[src/rtl/dp_mem_responder.sv]
// dp_mem_responder
// ----------------
// Memory-side responder between the datapath request interface and one
// shared single-ported RAM. It serves instruction fetches and data
// loads/stores one at a time. Data requests win over fetches. ihit and dhit
// are returned as one-cycle completion pulses that advance the pipeline.
//
// Ports:
//   CLK, nRST          clock, asynchronous active-low reset
//   halt               blocks acceptance of new accesses while high
//   imemREN/imemaddr   instruction fetch request
//   dmemREN/dmemWEN    data load / store request
//   dmemaddr/dmemstore data address and store data
//   ihit/dhit          one-cycle completion pulses
//   imemload/dmemload  last fetched instruction / last loaded data
//   ramREN/ramWEN      RAM read / write strobes (registered)
//   ramaddr/ramstore   RAM address / write data (registered)
//   ramload/ramready   RAM read data and completion
//   ramerr             RAM failed-access indication
//   err                sticky error flag (cleared only by reset)

module dp_mem_responder #(
  parameter int                 ADDR_W   = 32,
  parameter int                 DATA_W   = 32,
  parameter int                 TIMEOUT  = 15,
  parameter logic [DATA_W-1:0]  ERR_WORD = 32'hBAD1BAD1
) (
  input  logic              CLK,
  input  logic              nRST,
  input  logic              halt,
  input  logic              imemREN,
  input  logic [ADDR_W-1:0] imemaddr,
  input  logic              dmemREN,
  input  logic              dmemWEN,
  input  logic [ADDR_W-1:0] dmemaddr,
  input  logic [DATA_W-1:0] dmemstore,
  output logic              ihit,
  output logic              dhit,
  output logic [DATA_W-1:0] imemload,
  output logic [DATA_W-1:0] dmemload,
  output logic              ramREN,
  output logic              ramWEN,
  output logic [ADDR_W-1:0] ramaddr,
  output logic [DATA_W-1:0] ramstore,
  input  logic [DATA_W-1:0] ramload,
  input  logic              ramready,
  input  logic              ramerr,
  output logic              err
);

  localparam int CNT_W = $clog2(TIMEOUT + 1);
  // The counter still reads TIMEOUT-1 during the TIMEOUT'th ACC cycle,
  // so the forced completion happens at the end of exactly TIMEOUT cycles.
  localparam logic [CNT_W-1:0] LAST_CNT = CNT_W'(TIMEOUT - 1);

  typedef enum logic [1:0] {
    IDLE = 2'd0,
    ACC  = 2'd1,
    DONE = 2'd2
  } state_t;

  typedef enum logic [1:0] {
    REQ_NONE = 2'd0,
    REQ_IW   = 2'd1,
    REQ_DR   = 2'd2,
    REQ_DW   = 2'd3
  } reqType_t;

  state_t             r_state;
  reqType_t           r_type;
  logic [ADDR_W-1:0]  r_addr;
  logic [DATA_W-1:0]  r_store;
  logic [CNT_W-1:0]   r_count;
  logic               r_ramREN;
  logic               r_ramWEN;
  logic [DATA_W-1:0]  r_imemload;
  logic [DATA_W-1:0]  r_dmemload;
  logic               r_err;

  logic               w_anyReq;
  logic               w_timeout;
  logic               w_fail;
  logic               w_accEnd;
  logic [DATA_W-1:0]  w_loadVal;

  assign w_anyReq  = dmemWEN | dmemREN | imemREN;
  // ramready in the last allowed cycle still counts as a normal completion.
  assign w_timeout = !ramready && (r_count == LAST_CNT);
  // An error wins even when ramready arrives in the same cycle.
  assign w_fail    = ramerr | w_timeout;
  assign w_accEnd  = ramerr | ramready | w_timeout;
  assign w_loadVal = w_fail ? ERR_WORD : ramload;

  // Main FSM: accepts one request in IDLE, holds the RAM strobes for the
  // whole ACC phase, and spends one DONE cycle signalling completion.
  always_ff @(posedge CLK or negedge nRST) begin
    if (!nRST) begin
      r_state    <= IDLE;
      r_type     <= REQ_NONE;
      r_addr     <= '0;
      r_store    <= '0;
      r_count    <= '0;
      r_ramREN   <= 1'b0;
      r_ramWEN   <= 1'b0;
      r_imemload <= '0;
      r_dmemload <= '0;
      r_err      <= 1'b0;
    end else begin
      case (r_state)
        IDLE: begin
          if (!halt && w_anyReq) begin
            r_state <= ACC;
            r_store <= dmemstore;
            if (dmemWEN) begin
              // A simultaneous read+write is malformed: do the store, flag it.
              r_type   <= REQ_DW;
              r_addr   <= dmemaddr;
              r_ramWEN <= 1'b1;
              if (dmemREN) begin
                r_err <= 1'b1;
              end
            end else if (dmemREN) begin
              r_type   <= REQ_DR;
              r_addr   <= dmemaddr;
              r_ramREN <= 1'b1;
            end else begin
              r_type   <= REQ_IW;
              r_addr   <= imemaddr;
              r_ramREN <= 1'b1;
            end
          end
        end
        ACC: begin
          r_count <= r_count + 1'b1;
          if (w_accEnd) begin
            r_state  <= DONE;
            r_ramREN <= 1'b0;
            r_ramWEN <= 1'b0;
            if (w_fail) begin
              r_err <= 1'b1;
            end
            if (r_type == REQ_IW) begin
              r_imemload <= w_loadVal;
            end else if (r_type == REQ_DR) begin
              r_dmemload <= w_loadVal;
            end
          end
        end
        DONE: begin
          r_count <= '0;
          r_state <= IDLE;
        end
        default: begin
          r_state <= IDLE;
        end
      endcase
    end
  end

  // Hits are qualified by the live request so a request withdrawn during
  // the access (e.g. a pipeline flush) gets no completion pulse.
  assign ihit = (r_state == DONE) && (r_type == REQ_IW) && imemREN;
  assign dhit = (r_state == DONE) &&
                (((r_type == REQ_DR) && dmemREN) || ((r_type == REQ_DW) && dmemWEN));

  assign imemload = r_imemload;
  assign dmemload = r_dmemload;
  assign ramREN   = r_ramREN;
  assign ramWEN   = r_ramWEN;
  assign ramaddr  = r_addr;
  assign ramstore = r_store;
  assign err      = r_err;

endmodule

[config.mk]
export PLATFORM = sky130hd
export DESIGN_NAME = dp_mem_responder
export DESIGN_NICKNAME = d
export VERILOG_FILES = /design/src/rtl/dp_mem_responder.sv
export SDC_FILE = /design/constraint.sdc
export NUM_CORES = 1
export LEC_CHECK = 0
export CAP_MARGIN = 20
export CORE_MARGIN = 2
export CORE_UTILIZATION = 40
export CTS_CLUSTER_SIZE = 16
export DETAILED_ROUTE_END_ITERATION = 8
export PLACE_DENSITY = 0.89
export SLEW_MARGIN = 15
export SYNTH_ARGS = -nofsm -noshare
export SYNTH_HDL_FRONTEND = slang
export SYNTH_SLANG_ARGS = --single-unit
[constraint.sdc]
create_clock -name CLK -period 2.35 [get_ports CLK]
set_input_delay 0.235 -clock CLK [delete_from_list [all_inputs] [get_ports CLK]]
set_output_delay 0.235 -clock CLK [all_outputs]
set_load 0.01 [all_outputs]
==> impl_metrics.yaml <==
route:
  route.detailed.wl_per_inst_um: 18.6
  vias_per_cell: 5.42
  drt_pass1_iterations: 4
  wirelength_um: 16600
  vias: 4836
  drc: 0
  antenna_left: 0
  dr.first_iter.drc_count: 210
cts:
  cts_tree: "yes"
  clk_root_buffer_cell: "sky130_fd_sc_hd__clkbuf_16"
  max-clock-path-buffers: 2
  cts_made_buffers: 17
  worst_setup_hold_path_clk_slew_ns: 0.06
  cts_post_setup_buffers_inserted: 0
  cts_htree_levels: 4
  clk_latency_ns: 0.41
  numClockSinks: 139
worst_setup_path:
  critPathLaunchType: "flop"
  critical_path.endpoint_type: "output port"
  path_delay_family: "buffers and inverters"
  r2r_slack_ns: 0.30
  destination_of_the_worst_register_to_register_timing_path: "dmemload[21]"
  critPathLaunch: "r_state[0]"
  timing.critical_path.to: "dhit"
  timing.setup.critical_path_class: "reg2out"
  critical_path.max_fanout: 6
  worst-endpoint-required_ns: 2.12
  timing.critical_path.buf_inv: 2
  r2r-start: "r_state[1]"
  critPathArrivalTime_ns: 1.95
  cell_chain_of_the_critical_path: "inv_1 > ha_1 > nand2_1 > nor2_1 > clkdlybuf4s50_1"
  timing.reg2reg.worst_path_depth: 5
  number_of_cells_on_the_critical_path: 5
  crit_slowest_cell: "sky130_fd_sc_hd__clkdlybuf4s50_1"
  timing.critical_path.slowest_cell_delay_ns: 0.55
power_and_ir_drop:
  peakVddDrop_mv: 0.580
  p_per_area_nw_per_um2: 1290
  p_leak_nw: 3.71
timing:
  tightest_slew_ns: 0.990
  min_period_over_period_pct: 93.2
  relSlewSlack_pct: 34.0
  fin_worst_skew_ns: 0.00658
  finalMaxSlewViolations: 0
  totalNegativeSetupSlack_ns: 0
  timing.fmax_ghz: 0.457
  final.min_clock_period_ns: 2.19
  hold_ws_ns: 0.362
  grt_setup_unrepaired: "false"
  finalHoldViolCount: 0
  setup_viol: 0
synthesis:
  syn_area_per_cell_um2: 13.4
  yosys-mux-area-fraction_pct: 12.2
  synthesis.yosys.warnings: 0
  yosys.area_share.simple_pct: 5.50
  syn_nets: 572
  synth.ff_latch_count: 139
  mappedNetlistArea_um2: 5760
  yosys.area_share.xor_xnor_pct: 0
  yosys.area_share.adder_pct: 1.09
  portion_of_the_post_synthesis_area_used_by_sequential_elements_pct: 60.4
  synth_cells: 431
  synth_compound_gate_area_share_pct: 16.6
  synth_top_family_by_area: "compound AO/OA/AOI/OAI gates"
  synth.distinct_cells: 40
floorplanning:
  starting_density_of_the_core_pct: 41.2
  design.die.area_um2: 15400
  placement_rows: 43
  die_w_um: 124
  ioPinCount: 269
  floorplan.die.height_um: 124
  coreArea_um2: 14000
placement:
  dpl_cell_area_um2: 8590
  hpwlAfterDp_um: 12500
  place.gp.congestion: 0.826
  numPortBuffers: 268
layout:
  nets: 841
  post_route_cells_drive_above_1_share_pct: 11.5
  final_common_cell: "sky130_fd_sc_hd__clkdlybuf4s50_1"
  final.fill_count: 1010
  area_growth_pct: 59.2
  diodes_inserted: 0
  final_area_um2: 9170
  final_cell_mix: "sky130_fd_sc_hd__clkdlybuf4s50_1, sky130_fd_sc_hd__dfrtp_1, sky130_fd_sc_hd__nand2_1"
global_routing:
  grt_pass1_wl_um: 25600
  vias_in_the_first_global_route: 5070
  grt.overflow.total: 0
  initial_antenna_violation_count: 0
  maximum_number_of_pins_on_one_net_before_global_route_repair: 66
  global_router_s_overall_resource_usage_pct: 22.1
run:
  max_cap_violations: 0
hold_path:
  worstHoldPathType: "in2async"
run_status:
  outcome: "complete, no violations"
==> registers in the layout, summed over array words and instances (netlist names) <==
| register | cells |
|---|---|
| r_type | 2 |
| ramaddr | 32 |
| imemload | 32 |
| err | 1 |
| r_state | 2 |
| ramREN | 1 |
| dmemload | 32 |
| r_count | 4 |
| ramstore | 32 |
| ramWEN | 1 |
==> worst reg2reg max path: cells and delay by family (launching register included) <==
family | cells | cell delay [ns]
simple gates | 2 | 0.99
flops | 1 | 0.40
compound gates | 1 | 0.31
fa+ha+maj | 1 | 0.21
buf+inv | 1 | 0.09
==> worst min path at each step <==
| stage | endpoint | start |
|---|---|---|
| finish | dmemload[11] | nRST |
| global route | ramWEN | nRST |
| CTS | dmemload[11] | nRST |
| detailed placement | dmemload[11] | nRST |
| global placement | imemload[11] | nRST |
| floorplan | dmemload[0] | nRST |
==> cells by family (layout without fill, tap and decap cells) <==
family                   count (synthesis)  after routing
AND/OR/NAND/NOR                         64             64
buffers and inverters                   38            320
adder cells (fa/ha/maj)                  5              5
multiplexers                            66             66
AO/OA/AOI/OAI                          119            119
flip-flops                             139            139
==> final cells by class <==
| class | instances | area [um2] | area share [%] |
|---|---|---|---|
| multi-input cells | 254 | 2050 | 22.3 |
| inverters | 6 | 22.5 | 0.246 |
| flip-flops and latches | 139 | 3480 | 37.9 |
| repair buffers | 282 | 2830 | 30.9 |
| clock buffers | 17 | 425 | 4.64 |
| well taps | 180 | 225 | 2.46 |
| clock inverters | 15 | 140 | 1.53 |
==> what timing repair did <==
action | in CTS | in global routing
hold buffers | 1 | 0
hold endpoints to repair | 48 | 0
resized for setup | 0 | 0
==> power breakdown <==
group	switching, W	internal (W)
clock network	0.00106	0.00147
registers	0.000712	0.00350
logic	0.00216	0.00291
==> cell usage after synthesis <==
cell type	number	area share [%]
sky130_fd_sc_hd__a21o_1	1	0.13
sky130_fd_sc_hd__a21oi_1	3	0.26
sky130_fd_sc_hd__a22o_1	2	0.30
sky130_fd_sc_hd__a311o_1	1	0.17
sky130_fd_sc_hd__a31o_2	1	0.15
sky130_fd_sc_hd__a31oi_1	2	0.22
sky130_fd_sc_hd__a32o_1	28	4.9
sky130_fd_sc_hd__a41oi_1	1	0.15
sky130_fd_sc_hd__and2_1	1	0.11
sky130_fd_sc_hd__and2_4	1	0.15
sky130_fd_sc_hd__and2b_1	1	0.13
sky130_fd_sc_hd__and2b_4	1	0.17
sky130_fd_sc_hd__and3_1	1	0.11
sky130_fd_sc_hd__buf_1	1	0.065
sky130_fd_sc_hd__buf_2	10	0.87
sky130_fd_sc_hd__buf_4	5	0.65
sky130_fd_sc_hd__buf_6	9	1.8
sky130_fd_sc_hd__clkbuf_1	4	0.26
sky130_fd_sc_hd__clkbuf_2	3	0.26
sky130_fd_sc_hd__dfrtp_1	139	60
sky130_fd_sc_hd__ha_1	5	1.1
sky130_fd_sc_hd__inv_1	6	0.39
sky130_fd_sc_hd__mux2_1	8	1.6
sky130_fd_sc_hd__mux2_2	24	4.7
sky130_fd_sc_hd__mux2i_1	34	5.9
sky130_fd_sc_hd__nand2_1	39	2.5
sky130_fd_sc_hd__nand2_2	4	0.43
sky130_fd_sc_hd__nand2b_1	5	0.54
sky130_fd_sc_hd__nand3_1	2	0.17
sky130_fd_sc_hd__nor2_1	2	0.13
sky130_fd_sc_hd__nor2_2	1	0.11
sky130_fd_sc_hd__nor2_4	2	0.39
sky130_fd_sc_hd__nor2b_1	3	0.33
sky130_fd_sc_hd__nor3_2	1	0.17
sky130_fd_sc_hd__o21ai_0	38	3.3
sky130_fd_sc_hd__o21ai_1	1	0.087
sky130_fd_sc_hd__o22a_1	2	0.30
sky130_fd_sc_hd__o31a_1	1	0.15
sky130_fd_sc_hd__o31ai_1	2	0.26
sky130_fd_sc_hd__o32a_1	36	6.3
==> stage by stage <==
step / power, W / util [%] / cells / worst slack [ns]
after global placement: 0.00907 / 61.4 / 860 / 0.373
after detailed placement: 0.00931 / 61.4 / 860 / 0.263
after global routing: 0.0125 / 65.6 / 893 / 0.0662
final: 0.0118 / 65.6 / 893 / 0.160
after CTS: 0.0119 / 65.6 / 893 / 0.155
after floorplan: 0.00632 / - / 431 / 0.710
==> per-layer routing <==
layer | global-route usage (%) | up-vias | routed length (um) | part of all wire [%]
li1 | - | 2171 | - | -
met1 | 25.9 | 2419 | 6550 | 39
met2 | 38.9 | 223 | 8480 | 51
met3 | 6.09 | 23 | 1300 | 7.8
met4 | 7.65 | 0 | 309 | 1.9
met5 | 0 | - | 0 | 0
(Power assumes the default switching activity.)
==> patch 1: new RTL, config.mk and constraints unchanged <==
The parameter `DATA_W` goes from 32 to 36.
--- a/src/rtl/dp_mem_responder.sv
+++ b/src/rtl/dp_mem_responder.sv
@@ -21,7 +21,7 @@
 
 module dp_mem_responder #(
   parameter int                 ADDR_W   = 32,
-  parameter int                 DATA_W   = 32,
+  parameter int                 DATA_W   = 36,
   parameter int                 TIMEOUT  = 15,
   parameter logic [DATA_W-1:0]  ERR_WORD = 32'hBAD1BAD1
 ) (
Ports: changed (5 resized); port bits go from 269 to 289. No check against the original RTL was run, so the function may have changed too.
==> patch 1 against the unedited design <==
  * Wire length grew 0.70%
  * Final area grew 7.2%
  * Count of clock-buffer cells in the layout unchanged
  * Largest power group unchanged
  * Final cell count up 5.3%
  * Sequential cell count grew 12
  * Hold slack better by 0.014 ns
  * Combinational power increased by 6.7%
  * Clock skew is 0.0022 ns higher
  * Fmax rose by 1.2%
  * Worst setup slack improved by 0.025 ns
  * Total power grew 6.9%
  * Synthesized cell count is 6.0% higher
  * Largest cell class unchanged
  * Synthesized area up 7.5%
==> patch 1: results (changes against the unedited design) <==
[logic_synthesis]
synth_compound_area_share_pct = 16.8  ; was 16.6%
syn_nets = 606  ; was 572
synthTopCellsByArea = dfrtp_1 (61%), mux2_2 (6.5%), a32o_1 (5.8%)  ; was dfrtp_1 (60%), o32a_1 (6.3%), mux2i_1 (5.9%)
ys_types = 38  ; was 40
synth_fa_ha_area_share_pct = 1.01  ; was 1.09%
synthMuxAreaShare_pct = 12.0  ; was 12.2%
synthTopCellsByCount = dfrtp_1 (151), nand2_1 (39), o21ai_0 (39)  ; was dfrtp_1 (139), nand2_1 (39), o21ai_0 (38)
ys_seq_area_share_pct = 61.0  ; was 60.4%
synth_area_per_cell_um2 = 13.5  ; was 13.4 um2

[drt]
wl_per_cell_um = 17.8  ; was 18.6 um
first_pass_iters = 5  ; was 4
routed_via_density = 5.28  ; was 5.42
drt_iter0_markers = 206  ; was 210
vias = 4964  ; was 4836

[critical_path]
worstReg2RegEnd = dmemload[23]  ; was dmemload[21]
crit_family = buffers and inverters  ; unchanged
slowest_stage = clkdlybuf4s50_1  ; unchanged
cp.arrival_ns = 1.93  ; was 1.95 ns
rrSetupSlack_ns = 0.35  ; was 0.30 ns
r2r-start = r_state[1]  ; unchanged
crit_path_max_incr_delay_ns = 0.57  ; was 0.55 ns

[clocking]
cts_buffer_depth = 2  ; unchanged
cts_setup_buffers = 0  ; unchanged
insertion_delay_ns = 0.42
root_buffer = clkbuf_16  ; unchanged

[layout]
n_fill_cell = 1074  ; was 1010
n_antenna_cell = 0  ; unchanged
final_util_pct = 64.9  ; was 65.6%
nNetsFinal = 889  ; was 841
drive_gt1_share_pct = 11.8  ; was 11.5%

[global_routing]
grt_max_degree = 69  ; was 66
gr-total-overflow = 0  ; unchanged
grtUsageTotal_pct = 21.0  ; was 22.1%
grt_pass1_wl_um = 27000  ; was 25600 um
grt_pass1_vias = 5373  ; was 5070

[sta]
worst_pin_slew_ns = 0.669  ; was 0.990 ns
holdWs_ns = 0.376  ; was 0.362 ns
skew_ns = 0.00882  ; was 0.00658 ns

[run_status]
outcome = completed  ; unchanged

[placement]
io_buffers = 288  ; was 268
hpwl_um = 12000  ; was 12500 um
dpl-instance-area_mm2 = 0.00923  ; was 0.00859 mm2
placed_cells = 908  ; was 860
dp_slack_ns = 0.0213  ; was 0.263 ns
place_congestion = 0.773  ; was 0.826

[pwr]
ir_worst_vdd_mv = 0.608  ; was 0.580 mV
p_sw_mw = 4.12  ; was 3.93 mW
p_leak_nw = 3.99  ; was 3.71 nW

## patch 1: changes by cell type in the layout (fill, tap and decap cells not counted), moves of 2 or more
| cell | unedited run | this run |
|---|---|---|
| clkdlybuf4s50_1 | 267 | 287 |
| dfrtp_1 | 139 | 151 |
| mux2_2 | 24 | 36 |
| a32o_1 | 28 | 36 |
| mux2_1 | 8 | 0 |
| buf_4 | 10 | 4 |
| clkinv_2 | 3 | 0 |
| buf_12 | 3 | 5 |
| clkinv_4 | 3 | 1 |
| inv_6 | 4 | 6 |
| nand2_2 | 4 | 2 |
| nand2_4 | 0 | 2 |
## patch 1: area by class of cell
cell class | count | share of cell area [%]
multi-input cells | 266 | 22.2
flip-flops and latches | 151 | 38.4
repair buffers | 298 | 30.8
inverters | 6 | 0.229
clock buffers | 17 | 4.33
clock inverters | 14 | 1.65
well taps | 188 | 2.39
## patch 1: worst max path at each step
stage / startpoint / endpoint / slack (ns) / depth (start not counted)
2_1_floorplan: r_state[1] / imemload[33] / 0.69 / 7
3_3_place_gp: r_state[1] / dmemload[10] / 0.19 / 5
3_5_place_dp: r_state[1] / dmemload[34] / 0.02 / 5
4_1_cts: r_state[1] / dmemload[34] / 0.02 / 5
5_1_grt: r_state[0] / dhit / 0.10 / 5
6_report: r_state[0] / dhit / 0.19 / 5
## patch 1: power by group through the flow
stage	Sequential, mW	Clock, mW	Combinational, mW
floorplan	4.97	0	1.86
global placement	4.46	0	5.28
detailed placement	4.54	0	5.44
CTS	4.51	2.78	5.48
global route	4.65	2.93	5.82
finish	4.50	2.72	5.41
## patch 1: routing by layer
metal	part of all wire, %	routed length, um	global-route usage, %	vias to the layer above
li1	-	-	-	2295
met1	38	6350	23.6	2439
met2	53	8870	37.2	212
met3	7.9	1330	7.23	18
met4	1.2	208	6.98	0
met5	0	0	0	-
==> patch 2: new RTL, same settings <==
Made on the original files. Make the reset (`nRST`) synchronous in one clocked block. Comments in the files are not updated.
--- a/src/rtl/dp_mem_responder.sv
+++ b/src/rtl/dp_mem_responder.sv
@@ -93,7 +93,7 @@
 
   // Main FSM: accepts one request in IDLE, holds the RAM strobes for the
   // whole ACC phase, and spends one DONE cycle signalling completion.
-  always_ff @(posedge CLK or negedge nRST) begin
+  always_ff @(posedge CLK) begin
     if (!nRST) begin
       r_state    <= IDLE;
       r_type     <= REQ_NONE;
Function: differs if nRST is asserted again (counterexample within 4 cycles, from zero or initial values and one cycle with nRST low); with nRST held inactive, the same outputs for 4 cycles.
==> patch 2 against the unedited design <==
  * Final area shrank 1.8%
  * Register-to-register slack gained 0.22 ns
  * Synthesized area shrank 3.0%
  * Sequential cell count is the same
  * Wire length grew 3.7%
  * Worst setup slack gained 0.0014 ns
Power is not compared: it rests on default switching activity, and its combinational part moved more than twofold at a synthesized area within 25%.
==> patch 2: results (changes against the unedited design) <==
[global_routing]
grt_pass1_wl_um = 26800  ; was 25600 um
grt_pass1_vias = 5197  ; was 5070
grt_max_degree = 82  ; was 66
grtUsageTotal_pct = 23.1  ; was 22.1%

[logic_synthesis]
syn_nets = 753  ; was 572
synthTopCellsByCount = dfxtp_1 (139), nand2_1 (129), nor2_1 (44)  ; was dfrtp_1 (139), nand2_1 (39), o21ai_0 (38)
syn_inst = 612  ; was 431
ys_types = 38  ; was 40
ys_seq_area_share_pct = 49.8  ; was 60.4%
async_flop_share_pct = 0  ; was 100%

[critical_path]
cp_max_fo = 6  ; unchanged

[drt]
drt_wl_total_um = 17300  ; was 16600 um
wl_per_cell_um = 16.4  ; was 18.6 um
first_pass_iters = 5  ; was 4
wl_met2_um = 8220  ; was 8480 um
routed_via_density = 5.25  ; was 5.42
met1_length_um = 6770  ; was 6550 um
drt_iter0_markers = 331  ; was 210
wl_met3_um = 1860  ; was 1300 um

[run_status]
outcome = completed  ; unchanged

[layout]
drive_gt1_share_pct = 8.27  ; was 11.5%
n_fill_cell = 1114  ; was 1010

[sta]
skew_ns = 0.00442  ; was 0.00658 ns
worst_pin_slew_ns = 0.785  ; was 0.990 ns

[placement]
dpl-instance-area_mm2 = 0.00842  ; was 0.00859 mm2
place_congestion = 0.798  ; was 0.826
hpwl_um = 12100  ; was 12500 um

[clocking]
cts_tree = built  ; unchanged

[pwr]
switching_share_pct = 25.2

[hold_path]
hold_path.class = in -> reg  ; was in -> async

-- patch 2: cell count changes after synthesis, moves of 11 or more --
cell / unedited run / this run
a21oi_1: 3 / 35
a311oi_1: 0 / 34
a32o_1: 28 / 0
clkbuf_1: 4 / 23
dfrtp_1: 139 / 0
dfxtp_1: 0 / 139
mux2_2: 24 / 1
nand2_1: 39 / 129
nand3_1: 2 / 17
nor2_1: 2 / 44
o221a_1: 0 / 29
o32a_1: 36 / 0
or2_1: 0 / 11
-- patch 2: final timing paths --
kind | to | start | slack, ns | cells after the start
setup / recovery | dhit | r_state[0] | 0.16 | 5
hold reg to reg | ramstore[23] | ramstore[23] | 0.45 | 2
setup reg to reg | dmemload[23] | r_count[0] | 0.52 | 7
hold / removal | ramstore[6] | dmemstore[6] | 0.36 | 3
-- patch 2: final cells by class --
| cell class | instances | area [um2] | share of cell area [%] |
|---|---|---|---|
| inverter | 5 | 18.8 | 0.208 |
| timing repair buffer | 283 | 2890 | 32.1 |
| tap | 180 | 225 | 2.50 |
| clock buffer | 20 | 457 | 5.07 |
| clock inverter | 11 | 121 | 1.35 |
| multi-input combinational | 413 | 2510 | 27.9 |
| sequential | 139 | 2780 | 30.9 |
-- patch 2: power by group through the flow --
| stage | Combinational [mW] | Sequential (mW) | Clock, mW |
|---|---|---|---|
| final | 1.13 | 2.59 | 2.61 |
| after CTS | 1.13 | 2.59 | 2.64 |
| after floorplan | 0.446 | 2.69 | 0 |
| after detailed placement | 1.12 | 2.63 | 0 |
| after global routing | 1.22 | 2.60 | 2.75 |
| after global placement | 1.11 | 2.63 | 0 |
-- patch 2: cell families after synthesis --
logic type | count (synthesis) | share of synthesized area, %
mux | 31 | 5.58
buf+inv | 60 | 5.44
simple gates | 225 | 17.5
fa+ha+maj | 5 | 1.12
compound gates | 152 | 20.5
flops | 139 | 49.8
-- patch 2: layer usage --
layer / up-vias / track usage [%]
li1: 2658 / -
met1: 2579 / 26.8
met2: 255 / 37.7
met3: 30 / 9.41
met4: 0 / 10.1
met5: - / 0
-- patch 2: tightest hold or removal path: stages --
cell	delay (ns)
clkdlybuf4s50_1	0.39
nand2_1	0.05
a21oi_1	0.05
-- patch 2: through the flow --
step	worst slack [ns]	utilization, %
detailed placement	0.348	61.2
finish	0.162	65.4
global route	0.0495	65.4
global placement	0.379	61.2
floorplan	0.706	-
CTS	0.0849	65.4
